--- config.mk ---
export PLATFORM = sky130hd
export DESIGN_NAME = hazard_ctrl
export DESIGN_NICKNAME = d
export VERILOG_FILES = /design/src/rtl/hazard_ctrl.sv
export SDC_FILE = /design/constraint.sdc
export NUM_CORES = 1
export LEC_CHECK = 0
export CAP_MARGIN = 10
export CELL_PAD_IN_SITES_DETAIL_PLACEMENT = 1
export CELL_PAD_IN_SITES_GLOBAL_PLACEMENT = 1
export CORE_ASPECT_RATIO = 0.6
export CORE_MARGIN = 3
export CORE_UTILIZATION = 34
export DETAILED_ROUTE_END_ITERATION = 10
export HOLD_SLACK_MARGIN = 0.02
export PLACE_DENSITY_LB_ADDON = 0.1
export SETUP_SLACK_MARGIN = 0.02
export SLEW_MARGIN = 40
export SYNTH_ARGS = -nofsm -noshare
export SYNTH_HDL_FRONTEND = slang
export SYNTH_SLANG_ARGS = --single-unit
--- constraint.sdc ---
create_clock -name clk -period 2.5 [get_ports clk]
set_input_delay 0.375 -clock clk [delete_from_list [all_inputs] [get_ports clk]]
set_output_delay 0.375 -clock clk [all_outputs]
set_load 0.005 [all_outputs]
--- src/rtl/hazard_ctrl.sv ---
// hazard_ctrl: pipeline hazard FSM (branch flush, memory stall, load-use stall); HAZARD_PERF_CNT_EN adds perf counters
module hazard_ctrl (
  input  logic       clk,
  input  logic       reset,
  input  logic [3:0] id_rs1,
  input  logic [3:0] id_rs2,
  input  logic       id_uses_rs1,
  input  logic       id_uses_rs2,
  input  logic [3:0] ex_rd,
  input  logic       ex_mem_read,
  input  logic       branch_taken,
  input  logic       mem_busy,
  output logic [1:0] fd_flush,
  output logic [1:0] fd_nop,
  output logic       pc_hold,
  output logic       de_bubble,
  output logic       ex_hold,
  output logic       mem_timeout
`ifdef HAZARD_PERF_CNT_EN
  ,
  output logic [15:0] perf_lu_stalls,
  output logic [15:0] perf_br_flushes,
  output logic [15:0] perf_mem_stalls
`endif
);
  typedef enum logic [1:0] {RUN, BR_FLUSH, MEM_WAIT} state_t;
  state_t state, state_nxt;
  logic lu, eval_run, go_br, go_mem, lu_stall, stall, flush;
  logic [7:0] cnt, cnt_nxt;
  logic to_q;
  assign lu = ex_mem_read && (ex_rd != 4'd0) &&
              ((id_uses_rs1 && id_rs1 == ex_rd) || (id_uses_rs2 && id_rs2 == ex_rd));
  // state register, wait counter and sticky timeout
  always_ff @(posedge clk or posedge reset) begin
    if (reset) begin
      state <= RUN;
      cnt   <= 8'd0;
      to_q  <= 1'b0;
    end else begin
      state <= state_nxt;
      cnt   <= cnt_nxt;
      to_q  <= to_q | (cnt_nxt == 8'hff);
    end
  end
  // next state: a MEM_WAIT cycle with memory released is decided exactly as RUN
  always_comb begin
    eval_run  = (state == RUN) || (state == MEM_WAIT && !mem_busy);
    go_br     = eval_run && branch_taken;
    go_mem    = eval_run && !branch_taken && mem_busy;
    lu_stall  = eval_run && !branch_taken && !mem_busy && lu;
    stall     = go_mem || (state == MEM_WAIT && mem_busy);
    flush     = go_br || (state == BR_FLUSH);
    state_nxt = go_br ? BR_FLUSH : stall ? MEM_WAIT : RUN;
    cnt_nxt   = go_mem ? 8'd0 : (state == MEM_WAIT && mem_busy && cnt != 8'hff) ? cnt + 8'd1 : cnt;
  end
  // outputs: decode of state and inputs, forced to zero while reset is held
  always_comb begin
    fd_flush    = {1'b0, !reset && flush};
    fd_nop      = {1'b0, !reset && (stall || lu_stall)};
    pc_hold     = !reset && (stall || lu_stall);
    de_bubble   = !reset && (flush || lu_stall);
    ex_hold     = !reset && stall;
    mem_timeout = !reset && (to_q || cnt_nxt == 8'hff);
  end
`ifdef HAZARD_PERF_CNT_EN
  // saturating performance counters
  always_ff @(posedge clk or posedge reset) begin
    if (reset) begin
      perf_lu_stalls  <= 16'd0;
      perf_br_flushes <= 16'd0;
      perf_mem_stalls <= 16'd0;
    end else begin
      if (lu_stall && perf_lu_stalls != 16'hffff) perf_lu_stalls <= perf_lu_stalls + 16'd1;
      if (go_br && perf_br_flushes != 16'hffff) perf_br_flushes <= perf_br_flushes + 16'd1;
      if (stall && perf_mem_stalls != 16'hffff) perf_mem_stalls <= perf_mem_stalls + 16'd1;
    end
  end
`endif
endmodule

Word level (Yosys, flattened, before mapping)
Cells that the tools add are included.
Storage, ports and cells
  flip-flop bits (word level): 11
  bits of input ports: 19
  word-level logic and storage cells: 44
Cells by class
  add/subtract/negate cells: 1
  equality and inequality tests: 6
  muxes and demuxes: 4
  bitwise operators: 1
  reduce and logical (&&, ||, !) cells: 29
Operator list (number)
  logical AND 1 bit: 17
  two-way mux 8 bit: 2
  adder 8 x 1 -> 8 bit, second input constant: 1
  == test 4 bit: 2
  == test 8 bit, second input constant: 1
  != test 8 bit, second input constant: 1
  logical OR 1 bit: 7
  two-way mux 2 bit: 2
  nonzero test 4 bit: 1
  zero test 1 bit: 3
  == test 2 x 1 -> 1 bit, second input constant: 1
  == test 2 bit, second input constant: 1
  zero test 2 bit: 1
  bitwise OR 1 bit: 1

Longest topological paths before layout
Gate-level depths: netlist of run 1.
  depth after elaboration: 9
  gate-level depth with buffers: 6
  depth with buffers taken out: 6

Worst setup path before layout of run 1
OpenSTA, ideal clock, no wires.
  path kind: reg2out
  from: register cnt[0]
  to: output port mem_timeout
  data arrival time: 1.740 ns
  data required time: 2.125 ns
  slack: 0.385 ns
  cell stages (with the launch flop): 7
  buffers on the path: 0
  cell sequence: dfrtp_1 -> ha_1 -> and4_1 -> a2111oi_0 -> a211o_1 -> nand3b_1 -> o32ai_2
On the way
  cells in the longest elaborated chain, start to end: 7
  elaborated cells between the ends (all ways): 8
Ends and longest elaborated chain
  start: declaration: RTL line 29  | logic [7:0] cnt, cnt_nxt;
  start signal: assignment: RTL line 41  | cnt <= cnt_nxt;
  branches (longest 2 deep; another with adder 8 x 1 -> 8 bit)
  two-way mux 8 bit * (2 in series): RTL line 54  | cnt_nxt = go_mem ? 8'd0 : (state == MEM_WAIT && mem_busy && cnt != 8'hff) ? cnt + 8'd1 : cnt;
  == test 8 bit *: RTL line 63  | mem_timeout = !reset && (to_q || cnt_nxt == 8'hff);
  logical OR 1 bit *: RTL line 63
  logical AND 1 bit *: RTL line 63
  end: declaration: RTL line 18  | output logic mem_timeout
Every way passes the cells marked *.

Final worst setup path of run 1
  from: register cnt[1]
  to: output port mem_timeout
On the way
  cells in the longest elaborated chain, start to end: 7
  elaborated cells between the ends (all ways): 8
Ends and longest elaborated chain (RTL line)
  branches (longest 2 deep; another with adder 8 x 1 -> 8 bit)
  two-way mux 8 bit * (2 in series): 54
  net cnt_nxt[7]: 29
  == test 8 bit *: 63
  logical OR 1 bit *: 63
  logical AND 1 bit *: 63
Mark *: on every way through the listed nets, which the timed path passes.

==> metrics.md, run 1 <==
| Metric | Value |
|---|---|
| CP max-delay cell | dfrtp_1 |
| Hold Path Cell Cnt | 2 |
| Area grow syn2layout | 73.6% |
| Clock tree from TritonCTS | done |
| Final Non-Filler Cells | roughly 180 |
| CP Buf/Inv Count | 3 |
| Crit-path leading delay family | compound AO/OA/AOI/OAI gates |
| TritonRoute pass-1 iters | 4 |
| CP Launch Type | register |
| PwrDens | about 450 nW/um2 |
| Hold path startpoint | to_q |
| FILL cells | about 270 |
| Antenna violations before repair | 0 |
| Register Area | 275 um2 |
| Post-synthesis sequential area ratio | 0.315 |
| Total power | ~0.00068 W |
| DRC Markers | 0 |
| DP Worst Slack | -0.560 ns |
| Max Slew Vio Count | 0 |
| Setup-failing EPs final | 1 |
| Cts hold-fix bufs | 0 |
| Initial DRC Count | 31 |
| Fin Clk Skew | around 0.0027 ns |
| Setup WS post-layout | -0.101 ns |
| Initial core utilization | 0.381 |
| CTS Buf Count | 3 |
| Worst EP required | about 2.1 ns |
| Nets | ~170 |
| Critical Path End Type | primary output |
| Core ar. | roughly 2300 um2 |
| CTS Sinks | 11 |
| Top-Level Pins | 27 |
| Total GRT Usage | 0.237 |
| Die ar. | around 3200 um2 |
| Routed len/inst | 23.6 um |
| Row Count | 13 |
| Most frequent cells in the layout | buf_4 (30), clkdlybuf4s50_1 (16), dfrtp_1 (11) |
| Post-Route Setup TNS | -0.101 ns |
| Hold Path End | to_q |
| Slowest stage delay, CP | about 0.40 ns |
| Cells along the critical path | ha_2 > buf_6 > buf_6 > nand2_1 > and4_4 > a211oi_4 > nand3_2 > o32ai_2 > buf_2 |
| Final period util | 1.04 |
| Yosys reg bits | 11 |
| Failing checks | setup timing |
| Post-Syn Area | 873 um2 |
| Arr. time, crit path | about 2.2 ns |
| Hpwl dp | between 2 and 2.5 mm |
| Max-cap violations | 0 |
| Worst-Skew Late Latency | about 0.25 ns |
| FF-to-FF path depth | 11 |
| Vias | approximately 1000 |
| Overflow after GRT | 0 |
| CP Class | reg2out |
| Critical path depth | 9 |
| IO buf count | 24 |
| Final Hold Fails | 0 |
| Avg Inst Size Synth | just over 9 um2 |
| Drt total wl | between 4 and 5 mm |
| H-tree levels | 1 |
| Vias in the first global route | 1084 |
| Detail Route Antenna Nets | 0 |
| Yosys Warn Count | 0 |
| Post-Syn Instances | 95 |
| Worst Path Max Fanout | 3 |
| Area of the multi-input gates | approximately 660 um2 |
| R2r endpoint | to_q |
| Crit-path most repeated cell | buf_6 |
| Clock root buffer | clkbuf_8 |
| Final Wtd Congestion | just over 0.8 |
| Clock-pin slew on the worst setup and hold paths | approximately 0.060 ns |
| Inst Count DP | ~170 |
| Commonest non-fill, non-tap cell in the layout | buf_4 |
| Worst VDD drop | 331 uV |
| Die Y | between 40 and 50 um |
| Min Tclk post-route | roughly 2.6 ns |
| R2r setup slk | 0.26 ns |
| Antenna diode instance count | 0 |
| RSZ-0062 raised after global routing | yes |
| Die W | between 70 and 80 um |
| Outcome | complete, but fails checks |
| Largest net degree at the start of global routing | 12 |
| FF-to-FF Start | cnt[1] |
| Pleak | between 0.6 and 0.7 nW |
| Max Clock Freq | slightly below 0.4 GHz |
| First-pass GRT wire length | approximately 5.6 mm |
| Max clock buf depth | 2 |
| Routed vias/inst | 5.70 |
| Tightest Hold Check Type | reg2reg |
| Layout cell share with drive strength beyond 1 | 0.399 |
| Yosys cell types | 44 |
[cells in the mapped netlist, drive strengths merged]
library cell	n	share of area
mux2	1	0.013
a211oi	3	0.040
nand2b	1	0.0072
dfrtp	11	0.32
nor2b	2	0.014
and3b	1	0.010
a21oi	3	0.017
and2	1	0.0072
a211o	1	0.010
o32ai	1	0.019
buf	4	0.039
inv	5	0.021
o2111ai	2	0.020
o22a	1	0.010
a31oi	1	0.0072
o21ai	2	0.016
o31ai	1	0.0086
nand3b	4	0.034
o21a	1	0.0086
or3b	1	0.010
or2b	1	0.010
xnor2	3	0.030
conb	1	0.0043
and4	5	0.057
and3	1	0.0086
xor2	8	0.080
nor4	3	0.021
nand2	6	0.026
or4	1	0.0086
nor2	10	0.046
o211ai	1	0.0086
nand3	3	0.023
nand4	1	0.0072
ha	1	0.014
a2111oi	1	0.010
nor3	2	0.017
[kinds of logic (layout without fill, tap and decap cells)]
family / after synthesis / in the layout / synth area share
AND/OR/NAND/NOR: 43 / 44 / 0.308
XOR/XNOR: 11 / 11 / 0.110
other: 1 / 2 / 0.00429
adder cells (fa/ha/maj): 1 / 1 / 0.0143
buffers and inverters: 9 / 65 / 0.0602
multiplexers: 1 / 1 / 0.0129
AO/OA/AOI/OAI: 18 / 18 / 0.175
flip-flops: 11 / 11 / 0.315
[tightest hold or removal path: stages (launching register included)]
cell and delay, ns:
dfrtp_1 0.32, inv_1 0.06, o31ai_1 0.07
[power breakdown]
part           total, W  switching (W)  leakage [nW]  internal [W]
clock network  0.000189      0.0000784        0.0255      0.000110
registers      0.000219      0.0000214         0.144      0.000198
logic          0.000270       0.000133         0.507      0.000136
total          0.000677       0.000233         0.676      0.000444
[state kept, by name (all words and copies together), names as in the netlist]
name	flops
cnt	8
to_q	1
state	2
[per-stage QoR]
| step | hold slack [ns] | util | cell area (um2) |
|---|---|---|---|
| global placement | 0.453 | 0.564 | 1290 |
| finish | 0.484 | 0.661 | 1520 |
| global route | 0.525 | 0.661 | 1520 |
| detailed placement | 0.460 | 0.564 | 1290 |
| CTS | 0.472 | 0.620 | 1420 |
| floorplan | 0.235 | - | 877 |
[how the worst max path moves through the flow]
| stage | slack, ns | from | end |
|---|---|---|---|
| after global routing | -0.18 | cnt[1] | mem_timeout |
| final | -0.10 | cnt[1] | mem_timeout |
| after CTS | -0.09 | cnt[1] | mem_timeout |
| after global placement | -0.49 | mem_busy | mem_timeout |
| after floorplan | 0.38 | cnt[0] | mem_timeout |
| after detailed placement | -0.56 | mem_busy | mem_timeout |
[repair_timing]
item | 4_1_cts | 5_1_grt
buffers inserted | 3 | 6
pin swaps | 10 | 7
endpoints found under the hold margin | 0 | 0
gates resized for setup | 23 | 10
setup endpoints to repair | 5 | 1
cloned | 1 | 0
[cell type report]
type                            count  area share
Timing Repair Buffer               56       0.313
Multi-Input combinational cell     77       0.438
Tap cell                           30      0.0248
Sequential cell                    11       0.182
Inverter                            5      0.0124
Clock buffer                        3      0.0272
Clock inverter                      1     0.00330
[per-layer routing]
layer | wire (um) | up-vias | track usage
met2 | 2150 | 43 | 0.381
met5 | 0 | - | 0
li1 | - | 467 | -
met3 | 268 | 8 | 0.0756
met1 | 1840 | 525 | 0.293
met4 | 59 | 0 | 0.116
Power figures use the tool's default switching activity.
==> run 2: changes to the inputs <==
Settings changed: HOLD_SLACK_MARGIN 0.02 to 0.1.
==> results of run 2 <==
The final DEF is identical to that of run 1; final timing and power are the same.
==> run 3: changes to the inputs <==
Settings changed: SLEW_MARGIN 40 to not set.
==> results of run 3 <==
The final DEF is identical to that of run 1; final timing and power are the same.
